--- config.mk ---
export PLATFORM = sky130hd
export DESIGN_NAME = pid_scheduler
export DESIGN_NICKNAME = d
export VERILOG_FILES = /design/src/rtl/pid_scheduler.sv
export SDC_FILE = /design/constraint.sdc
export NUM_CORES = 1
export LEC_CHECK = 0
export ABC_AREA = 1
export BUFFER_PORTS_ARGS = -buffer_cell sky130_fd_sc_hd__buf_2
export CORE_MARGIN = 2
export CORE_UTILIZATION = 35
export DETAILED_ROUTE_END_ITERATION = 6
export SETUP_SLACK_MARGIN = 0.5
export SYNTH_ARGS = -nofsm -noshare
export SYNTH_HDL_FRONTEND = slang
export SYNTH_SLANG_ARGS = --single-unit
--- constraint.sdc ---
create_clock -name clk -period 2.1 [get_ports clk]
set_clock_uncertainty 0.2 [all_clocks]
set_input_delay 0.42 -clock clk [delete_from_list [all_inputs] [get_ports clk]]
set_output_delay 0.42 -clock clk [all_outputs]
set_load 0.05 [all_outputs]
--- src/rtl/pid_scheduler.sv ---
// pid_scheduler: sample-tick driven round-robin scheduler for a shared PID datapath.
// Optional watchdog abort in WAIT is enabled by defining PID_SCHED_WATCHDOG_EN.
module pid_scheduler #(
   parameter int PRESCALE = 1000,
   parameter int TIMEOUT  = 64
) (
   input  logic        clk,
   input  logic        rst,
   input  logic [3:0]  ch_en,
   input  logic [31:0] target_vel,
   input  logic [31:0] current_vel,
   input  logic        cfg_we,
   input  logic [1:0]  cfg_ch,
   input  logic [3:0]  cfg_kp,
   input  logic [3:0]  cfg_ki,
   input  logic [3:0]  cfg_kd,
   output logic        pid_start,
   output logic [1:0]  pid_ch,
   output logic [7:0]  pid_target,
   output logic [7:0]  pid_current,
   output logic [3:0]  pid_kp,
   output logic [3:0]  pid_ki,
   output logic [3:0]  pid_kd,
   input  logic        pid_done,
   input  logic [7:0]  pid_result,
   output logic [31:0] vel_out,
   output logic [3:0]  vel_valid,
   output logic        busy,
   output logic        overrun,
   output logic [3:0]  timeout_err,
   input  logic        err_clr
);

   localparam logic [1:0] IDLE  = 2'd0;
   localparam logic [1:0] ISSUE = 2'd1;
   localparam logic [1:0] WAIT  = 2'd2;
   localparam logic [1:0] STORE = 2'd3;

   logic [1:0]  state;
   logic [15:0] cnt;
   logic        tick;
   logic [3:0]  mask;
   logic [3:0]  src_mask;
   logic        go_issue;
   logic [1:0]  sel;
   logic        wd_abort;
   logic [3:0]  kp_r [4];
   logic [3:0]  ki_r [4];
   logic [3:0]  kd_r [4];

   assign tick = (cnt == 16'(PRESCALE - 1));
   assign busy = (state != IDLE);

`ifdef PID_SCHED_WATCHDOG_EN
   logic [15:0] wcnt;

   assign wd_abort = (state == WAIT) && !pid_done &&
                     (wcnt == 16'(TIMEOUT - 1));

   // WAIT-cycle counter and sticky per-channel timeout flags
   always_ff @(posedge clk) begin
      if (rst) begin
         wcnt        <= 16'd0;
         timeout_err <= 4'b0000;
      end else begin
         if (state == WAIT) wcnt <= wcnt + 16'd1;
         else               wcnt <= 16'd0;
         if (err_clr)       timeout_err <= 4'b0000;
         else if (wd_abort) timeout_err[pid_ch] <= 1'b1;
      end
   end
`else
   assign wd_abort    = 1'b0;
   assign timeout_err = 4'b0000;
`endif

   // Mask the next issue picks from, and whether an issue happens this edge
   always_comb begin
      src_mask = mask;
      go_issue = 1'b0;
      case (state)
         IDLE: begin
            src_mask = ch_en;
            go_issue = tick && (ch_en != 4'b0000);
         end
         WAIT: begin
            src_mask = mask & ~(4'b0001 << pid_ch);
            go_issue = wd_abort && (src_mask != 4'b0000);
         end
         STORE: go_issue = (mask != 4'b0000);
         default: ;
      endcase
   end

   // Lowest-index remaining channel
   always_comb begin
      if (src_mask[0])      sel = 2'd0;
      else if (src_mask[1]) sel = 2'd1;
      else if (src_mask[2]) sel = 2'd2;
      else                  sel = 2'd3;
   end

   // Gain register file; an operand latch on the same edge sees the old value
   always_ff @(posedge clk) begin
      if (rst) begin
         for (int i = 0; i < 4; i++) begin
            kp_r[i] <= 4'd0;
            ki_r[i] <= 4'd0;
            kd_r[i] <= 4'd0;
         end
      end else if (cfg_we) begin
         kp_r[cfg_ch] <= cfg_kp;
         ki_r[cfg_ch] <= cfg_ki;
         kd_r[cfg_ch] <= cfg_kd;
      end
   end

   // Prescaler, scan FSM, operand latch, result store and overrun flag
   always_ff @(posedge clk) begin
      if (rst) begin
         state       <= IDLE;
         cnt         <= 16'd0;
         mask        <= 4'b0000;
         pid_start   <= 1'b0;
         pid_ch      <= 2'd0;
         pid_target  <= 8'd0;
         pid_current <= 8'd0;
         pid_kp      <= 4'd0;
         pid_ki      <= 4'd0;
         pid_kd      <= 4'd0;
         vel_out     <= 32'd0;
         vel_valid   <= 4'b0000;
         overrun     <= 1'b0;
      end else begin
         pid_start <= 1'b0;
         vel_valid <= 4'b0000;
         cnt       <= tick ? 16'd0 : cnt + 16'd1;

         if (err_clr)           overrun <= 1'b0;
         else if (tick && busy) overrun <= 1'b1;

         case (state)
            IDLE: if (tick) mask <= ch_en;
            ISSUE: state <= WAIT;
            WAIT: begin
               if (pid_done) begin
                  vel_out[8*pid_ch +: 8] <= pid_result;
                  vel_valid[pid_ch]      <= 1'b1;
                  mask                   <= src_mask;
                  state                  <= STORE;
               end else if (wd_abort) begin
                  mask  <= src_mask;
                  state <= IDLE;
               end
            end
            STORE: state <= IDLE;
            default: state <= IDLE;
         endcase

         if (go_issue) begin
            pid_ch      <= sel;
            pid_target  <= target_vel[8*sel +: 8];
            pid_current <= current_vel[8*sel +: 8];
            pid_kp      <= kp_r[sel];
            pid_ki      <= ki_r[sel];
            pid_kd      <= kd_r[sel];
            pid_start   <= 1'b1;
            state       <= ISSUE;
         end
      end
   end

endmodule

======== Yosys cells after proc, flatten, opt, wreduce, memory -nomap -nowiden ========
Memory sizes are Yosys's and may differ from the RTL's. A register that Yosys moved wholly into a read port is not among the register bits.
Index checks and enable logic that the tools add are counted.
storage, ports and cells
  register bits ........................... 78
  bits in writable memories ............... 48
  bits of input ports ..................... 95
  output and inout bits ................... 73
  word-level logic and storage cells ...... 84
  memories ................................ 3
memory list
  name  words  width  rd ports  clocked after memory_dff  write ports  RTL line  source
  kd_r  4      4      1         1                         4            49        logic [3:0] kd_r [4];
  ki_r  4      4      1         1                         4            48        logic [3:0] ki_r [4];
  kp_r  4      4      1         1                         4            47        logic [3:0] kp_r [4];
operators by class
  $add $sub $neg .......................... 2
  $lt $le $gt $ge ......................... 2
  eq/ne operators ......................... 7
  shifts and indexed selects .............. 5
  muxes and demuxes ....................... 29
  bitwise operators ....................... 4
  reduce and logical (&&, ||, !) cells .... 21
operators by type and width
  cell                     count
  $shiftx 32x6->8          2
  $neg 5->34               1
  $shift 8x34->32 const A  1
  $shiftx 8x34->32         1
  $bwmux 32                1
  $mux 4                   5
  $add 16x1->16 const B    1
  $eq 16x10->1 const B     1
  $pmux 4 s2               2
  $mux 1                   12
  $mux 2                   6
  $reduce_bool 4->1        3
  $reduce_or 4->1          3
  $pmux 2 s3               1
  $reduce_and 2->1         3
  $reduce_or 2->1          3
  $and 4x4->4              1
  $eq 2x2->1 const B       2
  $ne 2x2->1 const B       2
  $not 4->4                1
  $reduce_bool 2->1        2
  $shl 1x2->4 const A      1
  $logic_and 1x1->1        3
  $lt 2x3->1 const B       1
  other kinds (10)         11

======== Longest topological paths before layout ========
  word-level depth ........................ 8
  depth in mapped cells ................... 15
  gate-level depth less buffers ........... 12

======== Least setup slack after synthesis ========
No wires, ideal clock.
  path type ............................... flip-flop to flip-flop
  from .................................... register pid_ch[0]
  to ...................................... register pid_kd[3], read port of kd_r
  setup time .............................. 0.114 ns
  arrival ................................. 2.358 ns
  required time ........................... 1.786 ns
  path slack .............................. -0.572 ns
  cell stages (with the launch flop) ...... 16
  buffers on the path ..................... 3
  period minus slack after synthesis ...... 2.672 ns
  path through ............................ dfxtp_1 -> inv_1 -> ha_1 -> buf_4 -> inv_2 -> nand3_1 -> nand3_4 -> nor2_4 -> buf_6 -> buf_6 -> o21ai_1 -> clkinv_1 -> nand2_1 -> nand2_1 -> nand2_1 -> nand2_1
on the way
  longest elaborated chain between the ends .. 7
ends and longest elaborated chain
  item                      RTL line  source
  start: declaration        18        output logic [1:0] pid_ch,
  start signal: assignment  161       pid_ch <= sel;
  $shl 1x2->4 *             87        src_mask = mask & ~(4'b0001 << pid_ch);
  $not 4->4 *               87
  $and 4x4->4 *             87
  $pmux 4 s2 *              81        case (state)
  $mux 1                    99        else if (src_mask[2]) sel = 2'd2;
  $mux 2                    98        else if (src_mask[1]) sel = 2'd1;
  $mux 2 *                  97        if (src_mask[0]) sel = 2'd0;
  end: declaration          23        output logic [3:0] pid_kd,
Mark *: on every way between the ends. The rest lies on a longest branch, timed or not.
A chain may end at the register's enable or synchronous reset.

======== Final worst setup path ========
Same ends and word-level chain as after synthesis.

==> metrics.md <==
| Metric | Value |
|---|---|
| Hold_sp | pid_result[0] |
| CTS sink count | about 140 |
| Via density | approximately 4.8 |
| Full die area | 21560 um2 |
| Rel. slew slack | 0.6628 |
| Syn-to-layout area delta | 52.93% |
| Post-Syn Area per Cell | 7.280 um2 |
| Total core area | 20100 um2 |
| Fin crit share | 0.9471 |
| Gr ovfl total | 0 |
| Drt wl/cell | around 15 um |
| Area leader, netlist | dfxtp_1 |
| Crit end category | flip-flop |
| Clk slew on worst S/H paths | about 0.060 ns |
| Slew @ Worst Pin | 0.5051 ns |
| CP startpoint kind | flip-flop |
| Mapped cell area | 7142 um2 |
| Critical path required time | 2.21 ns |
| Io pins | 168 |
| Cell variety after synth | 36 |
| Data arrival, critical path | 2.10 ns |
| Final Setup Violations | 0 |
| RR Startpoint | pid_ch[0] |
| Clock power share | 0.447 |
| Worst VDD drop | 0.5513 mV |
| GP Congestion | a little over 0.8 |
| CTS tree | yes |
| RSZ-0062 raised after global routing | yes |
| Worst r2r dst | pid_kd[3] |
| TritonRoute pass-1 iters | 5 |
| Max_cap viols | 0 |
| Final Core Density | 0.5433 |
| H-tree Lvls | 4 |
| Syn. warnings | 0 |
| Top cells by area, synth | dfxtp_1 25%, edfxtp_1 20%, nand2_1 11%, inv_1 9.4%, nand3_1 7.9% |
| Switching Share | 0.2610 |
| Placed Cells | 1400 |
| Final ANT Viol Nets | 0 |
| Logic pwr share | 0.112 |
| Seq cells post-synth | 138 |
| DR vias | roughly 7200 |
| Most frequent cells in the layout | 184 x nand2_1, 165 x inv_1, 98 x nand3_1 |
| Pwr dens | 593.1 nW/um2 |
| Worst-case clock buffer depth | 2 |
| Antenna violations before repair | 0 |
| Buffers on Ports | 163 |
| Die Span Y | 146.8 um |
| Synth Instances | 981 |
| Switching power | 1.690 mW |
| Routed WL | 22.59 mm |
| CTS root buf | clkbuf_16 |
| Hold depth | 3 |
| Initial core utilization | 0.3552 |
| Share of layout cells above drive strength 1 | 0.3731 |
| Global-route usage over all layers | 0.1989 |
| Ant. Diodes | 0 |
| Lkg Pwr | 5.228 nW |
| Vias in the first global route | 6727 |
| Power Internal | approximately 4.8 mW |
| Largest net degree at the start of global routing | 37 |
| TritonCTS Buffers | 17 |
| Status | finished clean |
| Flop-to-flop setup slack | between 0.1 and 0.15 ns |
| Commonest non-fill, non-tap cell in the layout | nand2_1 |
| Initial DRC Count | 323 |
| Final Hold Viols | 0 |
| Worst Hold Slack | around 0.13 ns |
| Global-route wire length before repair | 34.23 mm |
| Row count | 52 |
| Crit path max fanout | 9 |
| Post-DP HPWL | 13.48 mm |
| Seq/Total Area, Yosys | 0.4541 |
| Final worst path period need | 1.989 ns |
| Share of the synthesized area in the top cell type | 0.2523 |
| Final Non-Filler Cells | 1484 |
| Final Max Slew Viols | 0 |
| Hold Path Sink | vel_out[24] |
| Post-layout nets | 1311 |
| Achievable frequency | 0.5028 GHz |
| Residual DRC count | 0 |
| Critical path type | reg2reg |
| Die width | 146.8 um |
| Sequential share of power | 0.441 |
| Fin Setup TNS | 0 ns |
| Cells on worst reg2reg path | 15 |
| Hold Crit Class | in2reg |
| Clk_lat worst skew | 0.42 ns |
-- cell families (layout without fill, tap and decap cells) --
| family | Yosys count | in the layout | share of synthesized area |
|---|---|---|---|
| compound gates | 128 | 128 | 0.09986 |
| xor+xnor | 5 | 5 | 0.006131 |
| fa+ha+maj | 15 | 15 | 0.02628 |
| buf+inv | 238 | 468 | 0.1426 |
| flops | 138 | 138 | 0.4541 |
| other cells | 1 | 4 | 0.0005251 |
| simple gates | 456 | 456 | 0.2705 |
-- routing by layer --
metal / global-route usage / part of all wire / vias up
met4: 0.06602 / 0.027 / 0
met3: 0.03944 / 0.056 / 42
met1: 0.2494 / 0.42 / 3363
met5: 0 / 0 / -
met2: 0.3437 / 0.50 / 245
li1: - / - / 3546
-- worst max path at each step --
stage	end	slack (ns)	startpoint	depth (start not counted)
after global routing	pid_current[1]	-0.03	pid_ch[0]	13
after floorplan	pid_kd[3]	-0.02	pid_ch[0]	15
after CTS	pid_kd[3]	0.09	pid_ch[0]	15
final	pid_kd[3]	0.11	pid_ch[0]	15
after global placement	pid_kd[0]	0.11	state[0]	12
after detailed placement	pid_current[2]	0.09	state[1]	13
-- worst max-delay path, stage by stage, from the launching register on --
cell and delay [ns]:
dfxtp_4 0.37, clkinvlp_4 0.12, ha_4 0.19, inv_4 0.06, nand3_4 0.07, nand3_4 0.09, nor2_4 0.05, buf_6 0.12
buf_12 0.12, buf_16 0.14, o21ai_2 0.06, inv_2 0.04, nand2_1 0.05, nand2_1 0.05, nand2_1 0.07, nand2_1 0.06
-- through the flow --
step	cell area [um2]	setup slack [ns]	power, mW
after CTS	10150	0.08535	6.474
after global placement	8542	0.1059	3.479
after global routing	10920	-0.02526	6.729
after detailed placement	8542	0.08530	3.483
final	10920	0.1112	6.477
after floorplan	7438	-0.01923	3.290
-- area by class of cell --
class	instances	area [um2]
Multi-Input combinational cell	608	3608
Clock buffer	17	425.4
Timing Repair Buffer	252	2371
Tap cell	270	337.8
Inverter	184	737.0
Clock inverter	15	140.1
Fill cell	1855	9183
Sequential cell	138	3302
-- sequential cells by signal, summed over array words and instances (netlist names), 8 cells and up --
name         count
kd_r            16
cnt             16
kp_r            16
ki_r            16
vel_out         32
pid_target       8
pid_current      8
-- power by group through the flow --
stage / combinational (mW) / clock (mW) / sequential (mW)
global route: 0.799 / 3.07 / 2.86
detailed placement: 0.568 / 0 / 2.91
CTS: 0.669 / 2.95 / 2.86
floorplan: 0.380 / 0 / 2.91
global placement: 0.567 / 0 / 2.91
finish: 0.724 / 2.90 / 2.86
-- Yosys cell counts, drive strengths merged --
library cell	number
a211oi	17
a21oi	49
a31oi	18
a32oi	2
and3	1
buf	32
clkbuf	22
clkinv	1
conb	1
dfxtp	90
edfxtp	48
ha	15
inv	183
nand2	209
nand3	116
nand4	3
nor2	114
nor3	9
nor3b	1
nor4	1
o21ai	42
or2	2
xnor2	1
xor2	4
-- timing repair --
item	CTS	global route
setup buffers	31	5
hold buffers	1	0
setup endpoints to repair	140	137
hold endpoints to repair	1	0
resized for setup	189	172
pin swaps	21	32
cloned	9	6
(Power assumes the default switching activity.)
